$ cat config.mk
export PLATFORM = sky130hd
export DESIGN_NAME = tri_meas_flat
export DESIGN_NICKNAME = d
export VERILOG_FILES = /design/src/rtl/tri_meas_if.sv /design/src/rtl/tri_meas.sv /design/src/flat_wrapper.sv
export SDC_FILE = /design/constraint.sdc
export NUM_CORES = 1
export LEC_CHECK = 0
export ABC_AREA = 1
export CAP_MARGIN = 0
export CORE_MARGIN = 3
export CORE_UTILIZATION = 50
export DETAILED_ROUTE_END_ITERATION = 6
export MAX_ROUTING_LAYER = met4
export PLACE_DENSITY = 0.76
export SLEW_MARGIN = 20
export SYNTH_ARGS = -nofsm -noshare
export SYNTH_HDL_FRONTEND = slang
export SYNTH_SLANG_ARGS = --single-unit
$ cat constraint.sdc
create_clock -name clk -period 2.5 [get_ports clk]
set_clock_uncertainty 0.2 [all_clocks]
set_input_delay 0.375 -clock clk [delete_from_list [all_inputs] [get_ports clk]]
set_output_delay 0.375 -clock clk [all_outputs]
set_load 0.01 [all_outputs]
$ cat src/rtl/tri_meas_if.sv
// Sample bus between the triangle-wave generator and tri_meas, plus the
// measurement results published back by tri_meas.
//   master : drives d_in/d_valid, observes results (generator side / bench)
//   slave  : tri_meas; consumes samples, drives results, strobes and debug state
interface tri_meas_if #(
    parameter int unsigned DW    = 9,
    parameter int unsigned CNT_W = 10
);
    logic [DW-1:0]    d_in;
    logic             d_valid;
    logic [CNT_W-1:0] rise_len;
    logic [CNT_W-1:0] top_len;
    logic [CNT_W-1:0] fall_len;
    logic [CNT_W-1:0] bot_len;
    logic [DW-1:0]    peak;
    logic [DW-1:0]    floor;
    logic             meas_done;
    logic             err;
    logic [7:0]       err_cnt;
    logic [2:0]       state;

    modport master (
        output d_in, d_valid,
        input  rise_len, top_len, fall_len, bot_len, peak, floor,
        input  meas_done, err, err_cnt, state
    );

    modport slave (
        input  d_in, d_valid,
        output rise_len, top_len, fall_len, bot_len, peak, floor,
        output meas_done, err, err_cnt, state
    );
endinterface

$ cat src/rtl/tri_meas.sv
// Triangle-wave measurement: follows rise / top / fall / bottom segments of
// a ±1/flat sample stream and publishes segment lengths, peak and floor once
// per complete period with a one-cycle meas_done strobe. A sample breaking
// the step pattern pulses err and drops back to SYNC.
// Ports:
//   clk  - clock, rising edge
//   res  - synchronous active-high reset
//   bus  - tri_meas_if.slave: d_in/d_valid in; rise_len, top_len, fall_len,
//          bot_len, peak, floor, meas_done, err, err_cnt, state out
// Optional feature: define TRI_MEAS_ERRCNT_EN for a saturating error counter
// on err_cnt; otherwise err_cnt is constant 0.
module tri_meas #(
    parameter int unsigned DW    = 9,
    parameter int unsigned CNT_W = 10
) (
    input  logic        clk,
    input  logic        res,
    tri_meas_if.slave   bus
);
    typedef enum logic [2:0] {
        SYNC = 3'd0,
        RISE = 3'd1,
        TOP  = 3'd2,
        FALL = 3'd3,
        BOT  = 3'd4
    } state_t;

    localparam logic [CNT_W-1:0] CNT_ONE = CNT_W'(1);

    state_t           state_q, state_n;
    logic [DW-1:0]    prev_q, prev_n;
    logic             prev_ok_q, prev_ok_n;
    logic             flat_seen_q, flat_seen_n;
    logic             arm_q, arm_n;
    logic [CNT_W-1:0] rise_cnt_q, rise_cnt_n, top_cnt_q, top_cnt_n;
    logic [CNT_W-1:0] fall_cnt_q, fall_cnt_n, bot_cnt_q, bot_cnt_n;
    logic [DW-1:0]    peak_r_q, peak_r_n, floor_r_q, floor_r_n;
    logic [CNT_W-1:0] rise_len_q, rise_len_n, top_len_q, top_len_n;
    logic [CNT_W-1:0] fall_len_q, fall_len_n, bot_len_q, bot_len_n;
    logic [DW-1:0]    peak_q, peak_n, floor_q, floor_n;
    logic             meas_done_q, meas_done_n, err_q, err_n;

    // Step classification done one bit wider so mod-2^DW wraps count as jumps
    logic [DW:0] d_x, prev_x;
    logic        is_up, is_dn, is_flat, bad;

    assign d_x     = {1'b0, bus.d_in};
    assign prev_x  = {1'b0, prev_q};
    assign is_up   = (d_x == prev_x + (DW+1)'(1));
    assign is_dn   = (d_x + (DW+1)'(1) == prev_x);
    assign is_flat = (bus.d_in == prev_q);

    function automatic logic [CNT_W-1:0] sat_inc(input logic [CNT_W-1:0] v);
        return (&v) ? v : v + CNT_ONE;
    endfunction

    // State register and all datapath registers
    always_ff @(posedge clk) begin
        if (res) begin
            state_q     <= SYNC;
            prev_q      <= '0;
            prev_ok_q   <= 1'b0;
            flat_seen_q <= 1'b0;
            arm_q       <= 1'b0;
            rise_cnt_q  <= '0;
            top_cnt_q   <= '0;
            fall_cnt_q  <= '0;
            bot_cnt_q   <= '0;
            peak_r_q    <= '0;
            floor_r_q   <= '0;
            rise_len_q  <= '0;
            top_len_q   <= '0;
            fall_len_q  <= '0;
            bot_len_q   <= '0;
            peak_q      <= '0;
            floor_q     <= '0;
            meas_done_q <= 1'b0;
            err_q       <= 1'b0;
        end else begin
            state_q     <= state_n;
            prev_q      <= prev_n;
            prev_ok_q   <= prev_ok_n;
            flat_seen_q <= flat_seen_n;
            arm_q       <= arm_n;
            rise_cnt_q  <= rise_cnt_n;
            top_cnt_q   <= top_cnt_n;
            fall_cnt_q  <= fall_cnt_n;
            bot_cnt_q   <= bot_cnt_n;
            peak_r_q    <= peak_r_n;
            floor_r_q   <= floor_r_n;
            rise_len_q  <= rise_len_n;
            top_len_q   <= top_len_n;
            fall_len_q  <= fall_len_n;
            bot_len_q   <= bot_len_n;
            peak_q      <= peak_n;
            floor_q     <= floor_n;
            meas_done_q <= meas_done_n;
            err_q       <= err_n;
        end
    end

    // Next-state and next-register logic
    always_comb begin
        state_n     = state_q;
        prev_n      = prev_q;
        prev_ok_n   = prev_ok_q;
        flat_seen_n = flat_seen_q;
        arm_n       = arm_q;
        rise_cnt_n  = rise_cnt_q;
        top_cnt_n   = top_cnt_q;
        fall_cnt_n  = fall_cnt_q;
        bot_cnt_n   = bot_cnt_q;
        peak_r_n    = peak_r_q;
        floor_r_n   = floor_r_q;
        rise_len_n  = rise_len_q;
        top_len_n   = top_len_q;
        fall_len_n  = fall_len_q;
        bot_len_n   = bot_len_q;
        peak_n      = peak_q;
        floor_n     = floor_q;
        meas_done_n = 1'b0;
        err_n       = 1'b0;
        bad         = 1'b0;

        if (bus.d_valid) begin
            prev_n    = bus.d_in;
            prev_ok_n = 1'b1;
            // The very first sample after reset only seeds prev
            if (prev_ok_q) begin
                unique case (state_q)
                    SYNC: begin
                        if (is_flat) begin
                            flat_seen_n = 1'b1;
                        end else if (is_up && flat_seen_q) begin
                            state_n    = RISE;
                            rise_cnt_n = CNT_ONE;
                            arm_n      = 1'b1;
                        end else if (is_dn && flat_seen_q) begin
                            state_n    = FALL;
                            fall_cnt_n = CNT_ONE;
                            arm_n      = 1'b0;
                        end else begin
                            flat_seen_n = 1'b0;
                        end
                    end
                    RISE: begin
                        if (is_up) begin
                            rise_cnt_n = sat_inc(rise_cnt_q);
                        end else if (is_flat) begin
                            state_n   = TOP;
                            top_cnt_n = CNT_ONE;
                            peak_r_n  = bus.d_in;
                        end else begin
                            bad = 1'b1;
                        end
                    end
                    TOP: begin
                        if (is_flat) begin
                            top_cnt_n = sat_inc(top_cnt_q);
                        end else if (is_dn) begin
                            state_n    = FALL;
                            fall_cnt_n = CNT_ONE;
                        end else begin
                            bad = 1'b1;
                        end
                    end
                    FALL: begin
                        if (is_dn) begin
                            fall_cnt_n = sat_inc(fall_cnt_q);
                        end else if (is_flat) begin
                            state_n   = BOT;
                            bot_cnt_n = CNT_ONE;
                            floor_r_n = bus.d_in;
                        end else begin
                            bad = 1'b1;
                        end
                    end
                    BOT: begin
                        if (is_flat) begin
                            bot_cnt_n = sat_inc(bot_cnt_q);
                        end else if (is_up) begin
                            state_n    = RISE;
                            rise_cnt_n = CNT_ONE;
                            arm_n      = 1'b1;
                            // arm means this period was followed from its rise start
                            if (arm_q) begin
                                rise_len_n  = rise_cnt_q;
                                top_len_n   = top_cnt_q;
                                fall_len_n  = fall_cnt_q;
                                bot_len_n   = bot_cnt_q;
                                peak_n      = peak_r_q;
                                floor_n     = floor_r_q;
                                meas_done_n = 1'b1;
                            end
                        end else begin
                            bad = 1'b1;
                        end
                    end
                    default: state_n = SYNC;
                endcase

                if (bad) begin
                    err_n       = 1'b1;
                    state_n     = SYNC;
                    flat_seen_n = 1'b0;
                    arm_n       = 1'b0;
                    rise_cnt_n  = '0;
                    top_cnt_n   = '0;
                    fall_cnt_n  = '0;
                    bot_cnt_n   = '0;
                end
            end
        end
    end

`ifdef TRI_MEAS_ERRCNT_EN
    logic [7:0] err_cnt_q;

    // Saturating count of err pulses, updated on the same edge as err
    always_ff @(posedge clk) begin
        if (res) begin
            err_cnt_q <= '0;
        end else if (err_n && (err_cnt_q != 8'hFF)) begin
            err_cnt_q <= err_cnt_q + 8'd1;
        end
    end

    assign bus.err_cnt = err_cnt_q;
`else
    assign bus.err_cnt = 8'd0;
`endif

    assign bus.rise_len  = rise_len_q;
    assign bus.top_len   = top_len_q;
    assign bus.fall_len  = fall_len_q;
    assign bus.bot_len   = bot_len_q;
    assign bus.peak      = peak_q;
    assign bus.floor     = floor_q;
    assign bus.meas_done = meas_done_q;
    assign bus.err       = err_q;
    assign bus.state     = state_q;
endmodule

$ cat src/flat_wrapper.sv
// flat-port wrapper written by rule: the top's interface ports become plain ports
module tri_meas_flat 
#(
    parameter int unsigned DW    = 9,
    parameter int unsigned CNT_W = 10
)
  (clk, res, bus_d_in, bus_d_valid, bus_rise_len, bus_top_len, bus_fall_len, bus_bot_len, bus_peak, bus_floor, bus_meas_done, bus_err, bus_err_cnt, bus_state);
  tri_meas_if #(.DW(DW), .CNT_W(CNT_W)) bus_i ();
  input  logic clk;
  input  logic res;
  input wire logic [$bits(bus_i.d_in)-1:0] bus_d_in;
  input wire logic [$bits(bus_i.d_valid)-1:0] bus_d_valid;
  output wire logic [$bits(bus_i.rise_len)-1:0] bus_rise_len;
  output wire logic [$bits(bus_i.top_len)-1:0] bus_top_len;
  output wire logic [$bits(bus_i.fall_len)-1:0] bus_fall_len;
  output wire logic [$bits(bus_i.bot_len)-1:0] bus_bot_len;
  output wire logic [$bits(bus_i.peak)-1:0] bus_peak;
  output wire logic [$bits(bus_i.floor)-1:0] bus_floor;
  output wire logic [$bits(bus_i.meas_done)-1:0] bus_meas_done;
  output wire logic [$bits(bus_i.err)-1:0] bus_err;
  output wire logic [$bits(bus_i.err_cnt)-1:0] bus_err_cnt;
  output wire logic [$bits(bus_i.state)-1:0] bus_state;
  assign bus_i.d_in = bus_d_in;
  assign bus_i.d_valid = bus_d_valid;
  assign bus_rise_len = bus_i.rise_len;
  assign bus_top_len = bus_i.top_len;
  assign bus_fall_len = bus_i.fall_len;
  assign bus_bot_len = bus_i.bot_len;
  assign bus_peak = bus_i.peak;
  assign bus_floor = bus_i.floor;
  assign bus_meas_done = bus_i.meas_done;
  assign bus_err = bus_i.err;
  assign bus_err_cnt = bus_i.err_cnt;
  assign bus_state = bus_i.state;
  tri_meas #(.DW(DW), .CNT_W(CNT_W)) u_core (.clk(clk), .res(res), .bus(bus_i));
endmodule
==> results of run 1 <==
critical path, cell delays in order, from the launching register on:
cell and delay (ps):
dfxtp_2 330, ha_4 270, inv_2 30, nand2_1 40
nand2_1 60, nor2_2 150, nand2_1 80, nor2_1 80
nand2_1 90, nor2_4 140, nand2_4 80, nand2_4 80
nand2_8 80, nand2_8 160, buf_12 120, nand3_4 120
buf_8 180, a21oi_2 140, nor2_1 70
path summary, 6_finish.rpt:
kind                      start                   to  slack, ps  cells after the start
max            u_core.prev_q[1]  u_core.top_cnt_q[9]       -110                     18
min                 bus_d_in[6]     u_core.prev_q[6]        210                      4
max reg2reg    u_core.prev_q[1]  u_core.top_cnt_q[9]       -110                     18
min reg2reg  u_core.peak_r_q[3]   u_core.bus.peak[3]        270                      2
Yosys cell counts (6+ instances only):
master      n
nand2_1   165
buf_4      10
nand4_1     8
nand3_1    50
buf_2       8
o21ai_1     7
dfxtp_1   133
a21oi_1    65
o21ai_0    79
clkbuf_1   21
or2_2       6
nand2_2     6
ha_1        6
xor2_1     18
inv_1      91
nor2_1    169
nor3_1     20
inv_2      11
a211oi_1   37
sequential cells by signal (all words and copies together), names as in the netlist, 3 cells and up:
signal,count
u_core.rise_cnt_q,10
u_core.bus.peak,9
u_core.bus.state,3
u_core.bot_cnt_q,10
u_core.peak_r_q,9
u_core.bus.floor,9
u_core.fall_cnt_q,10
u_core.bus.rise_len,10
u_core.top_cnt_q,10
u_core.bus.bot_len,10
u_core.floor_r_q,9
u_core.bus.fall_len,10
u_core.prev_q,9
u_core.bus.top_len,10
layout make-up:
| class | instances | share of cell area (%) |
|---|---|---|
| Multi-Input combinational cell | 683 | 42.8 |
| Sequential cell | 133 | 26.7 |
| Timing Repair Buffer | 181 | 18.7 |
| Clock buffer | 26 | 5.09 |
| Inverter | 103 | 4.04 |
| Tap cell | 172 | 2.15 |
| Clock inverter | 4 | 0.450 |
power by group:
part	total (mW)	internal, mW	switching, mW	leakage (nW)
combinational	0.335	0.126	0.209	2.64
sequential	2.15	2.13	0.0146	1.08
clock	2.36	1.48	0.880	0.276
timing repair:
action,CTS,global route
cloned,5,9
hold endpoints to repair,0,0
pin swaps,4,81
setup endpoints to repair,102,103
setup buffers,5,12
resized for setup,44,263
routing by layer:
layer	up-vias	wire, um	GRT usage [%]
li1	3458	-	-
met1	3339	8930	32.6
met2	308	10600	39.9
met3	80	1310	5.27
met4	0	861	8.33
met5	-	0	-
stage by stage:
stage / hold WS [ps] / setup TNS (ps)
2_1_floorplan: 235 / 0
3_3_place_gp: 242 / -54010
3_5_place_dp: 250 / -59010
4_1_cts: 266 / -41.3
5_1_grt: 206 / -15920
6_report: 211 / -3080
kinds of logic (layout without fill, tap and decap cells):
| logic type | after synthesis | count (layout) | synth area share [%] |
|---|---|---|---|
| flops | 133 | 133 | 39.9 |
| simple gates | 451 | 455 | 30.2 |
| xor+xnor | 20 | 20 | 2.74 |
| buf+inv | 148 | 314 | 9.79 |
| compound gates | 194 | 194 | 16.1 |
| fa+ha+maj | 6 | 6 | 1.13 |
| other cells | 1 | 8 | 0.0562 |
==> metrics.txt, run 1 <==
endpoints failing setup 77; Initial Util 52.0%; Yosys reg bits about 130; worst-margin pin slew around 750 ps; drt pass-1 iters 7; clock root cell clkbuf_16; FF/Latch Area about 0.0027 mm2; Main synth FF type dfxtp_1; final worst setup slack -111 ps; Die Ht 121 um; Slew headroom between 40% and 50%; Required @ worst endpoint ~2600 ps; CP max FO 8; Hold Fails Final Rpt 0; DIE AREA roughly 0.015 mm2; Global Route Usage Sum between 20% and 30%; f_max 383 MHz; gpl congestion around 0.9; Layout Cells excl Fill 1302; Crit path arrival time roughly 2700 ps; CTS sink cnt roughly 130; initial antenna violation count 0; ys async rst share 0%; final worst-path cycle share 104%; Routed WL 21700 um; commonest non-fill, non-tap cells in the layout nand2_1, nor2_1, dfxtp_1, inv_1, buf_4; status finished, violations left; worst vdd ir ~0.00043 V; FP Rows 41; Mapped Area 0.00667 mm2; synthesized netlist cell count 953; number of antenna diodes 0; Placement Setup Slack -642 ps; clk slew on worst S/H paths ~50 ps; time the worst path needs with I/O delays and setup about 2600 ps; EDFF count, synth 0; drt drc 0; RSZ-0062 raised after global routing true; post-place instance area ~0.0081 mm2; Mapped Avg Cell Area 7.00 um2; ANT nets after route 0; number of global-route vias before repair between 6k and 7k; kind of end point of the critical path flip-flop; detailed-route wire length per cell about 17 um; Port Buffers 74; pwr dens a little under 500 mW/mm2; Cells after DPL 1245; Fillers 831; Via-to-Cell Ratio 5.52; Initial DRC Count 568; Ports slightly above 80; post-synthesis sequential area ratio around two fifths; Area Growth Syn to Fin 50.0%; Synth top area share between 30% and 40%; worst skew pair latency 430 ps; CTS Buf Count 17; area of the multi-input gates about 0.0043 mm2; final non-filler cell area 0.0100 mm2; library cells used by synthesis 43; hpwl dp 11900 um; violated checks setup timing; die width around 120 um; LEAKAGE ~4.0 nW; YS warnings 0; largest net degree at the start of global routing between 50 and 60; clk buf depth 2; core area roughly 0.013 mm2; Hold Path Class in2reg; gr ovfl total 0; nets 1137; H-tree levels 4; first-pass GRT wire length 29300 um; Slew Limit Fails 0; layout cells sized above 1 a little under a third; Worst Setup Start Kind flip-flop; synth top area cells dfxtp_1, nor2_1, nand2_1, o21ai_0, inv_1; CTS tree yes; post-layout util between 70% and 80%; CP Class reg2reg; detailed-route via count 7185; Post-CTS Hold Buffers 0; Pwr Total roughly 4.8 mW; commonest non-fill, non-tap cell in the layout nand2_1; leading area contributor after synthesis dfxtp_1; Max-Cap Viols 0
(Power assumes the default switching activity.)
==> run 2, diff against run 1 <==
Settings changed: CTS_CLUSTER_SIZE set to 8, GPL_TIMING_DRIVEN set to 0.
==> run 2 against run 1 <==
Compared with the run above:
- the flow finishes with violations (DRC, setup timing)
- sequential cell count is the same
- fmax shrank 2.4%
- combinational power shrank 15%
- utilization shrank 1.8 points
- die area is the same
- global-route usage grew 2.8 points
- routed wire length shrank 2.1%
- design area shrank 2.3%
- final cell count shrank 0.69%
- hold slack lost 61 ps
- register-to-register slack lost 40 ps
- non-clock buffer count shrank 9
- critical endpoint is now u_core.bot_cnt_q[4]
- largest cell class unchanged
- largest power group unchanged
==> metrics.txt, run 2 (same netlist as run 1, synthesis figures left out) <==
status finished, violations left; violated checks DRC, setup timing; layout cells sized above 1 between 20% and 30%; Max-Cap Viols 0; Placement Setup Slack -906 ps; Layout Cells excl Fill approximately 1.3k; Via-to-Cell Ratio 5.46; CP max FO 10; ANT nets after route 0; CP Class in2reg; worst vdd ir approximately 0.00076 V; Required @ worst endpoint between 2000 and 3000 ps; time the worst path needs with I/O delays and setup around 2700 ps; initial antenna violation count 0; FP Rows 41; number of global-route vias before repair approximately 6.4k; Cells after DPL between 1k and 1.5k; largest net degree at the start of global routing 17; CTS sink cnt roughly 130; number of antenna diodes 0; reg-to-reg slack, setup -150 ps; clock root cell clkbuf_16; final worst-path cycle share 107%; clk buf depth 2; CTS Buf Count 17; endpoints failing setup 73; commonest non-fill, non-tap cell in the layout nand2_1; clk slew on worst S/H paths around 50 ps; f_max 374 MHz; pwr dens 522 mW/mm2; Routed WL 21200 um; nets between 1k and 1.5k; hold_ws 150 ps; worst skew pair latency ~420 ps; drt pass-1 iters 7; Port Buffers 74; commonest non-fill, non-tap cells in the layout nand2_1, nor2_1, dfxtp_1, inv_1, clkdlybuf4s50_1; gr ovfl total 0; CTS tree yes; Area Growth Syn to Fin 46.5%; Initial Util 52.0%; kind of end point of the critical path flip-flop; RSZ-0062 raised after global routing true; met1 Resource Use GR roughly a third; CP startpoint bus_d_in[8]; met2 usage ~45%; core area roughly 0.013 mm2; H-tree levels 4; first-pass GRT wire length around 32000 um; Worst Setup Start Kind input port; worst-margin pin slew approximately 950 ps; global routing's busiest layer met2; final worst setup slack -176 ps; HP Start bus_d_in[7]; drt drc 2; Die Ht between 100 and 150 um; Hold Fails Final Rpt 0; Crit path arrival time 2830 ps; M3 GR Usage 6.06%; Global Route Usage Sum between 20 and 30%; Slew Limit Fails 0; detailed-route wire length per cell ~16 um; gpl congestion about 0.95; Hold Path Class in2reg; Initial DRC Count roughly 610; detailed-route via count between 7k and 8k; die width 121 um; LEAKAGE 3.90 nW; Ports 83; Setup TNS -6180 ps; Slew headroom a little under two fifths; DIE AREA between 0.01 and 0.015 mm2; hpwl dp ~13000 um; worst r2r src u_core.bus.state[0]
[run 2: worst paths after layout]
path,cells after the start,end
worst max register to register,14,u_core.bot_cnt_q[0]
worst min-delay path,3,u_core.prev_q[7]
worst max-delay path,16,u_core.bot_cnt_q[4]
worst min register to register,2,u_core.bus.floor[7]
[run 2: critical path, cell delays in order]
cell             delay [ps]
clkdlybuf4s50_1         570
xor2_2                  280
inv_1                   110
nand3_1                 110
nand2_1                 100
nor2_4                  180
nand2_4                  90
nand2_2                  60
nand2_2                  60
nand2_4                 120
buf_16                  150
inv_6                    70
buf_8                   150
nor3_1                  180
nand2_1                 110
a21oi_2                 110
[run 2: cell type report]
class	instances	area (um2)
inverters	103	395
repair buffers	127	1360
fillers	890	3060
well taps	172	215
plain buffers	45	409
flip-flops and latches	133	2670
clock inverters	9	148
multi-input cells	681	4080
clock buffers	23	488
[run 2: per-stage QoR]
stage          power, mW  utilization, %  area, um2
3_5_place_dp        2.44            59.7       7650
5_1_grt             5.25            76.2       9770
3_3_place_gp        2.43            59.7       7650
4_1_cts             5.08            70.6       9060
6_report            5.10            76.2       9770
2_1_floorplan       2.36               -       6700
[run 2: repair_timing]
action | 4_1_cts | 5_1_grt
cloned | 13 | 3
hold endpoints to repair | 0 | 0
buffers inserted | 24 | 17
hold buffers | 0 | 0
setup endpoints to repair | 123 | 123
pin swaps | 49 | 66
resized for setup | 126 | 166
[run 2: metal layers]
metal | vias to the layer above | part of all wire [%]
li1 | 3416 | -
met1 | 3258 | 41
met2 | 334 | 49
met3 | 57 | 7.2
met4 | 0 | 2.8
met5 | - | 0
[run 2: report_power, final]
group,switching (mW),internal (mW)
sequential,0.0132,2.13
clock,0.909,1.77
combinational,0.196,0.0881
total,1.12,3.99
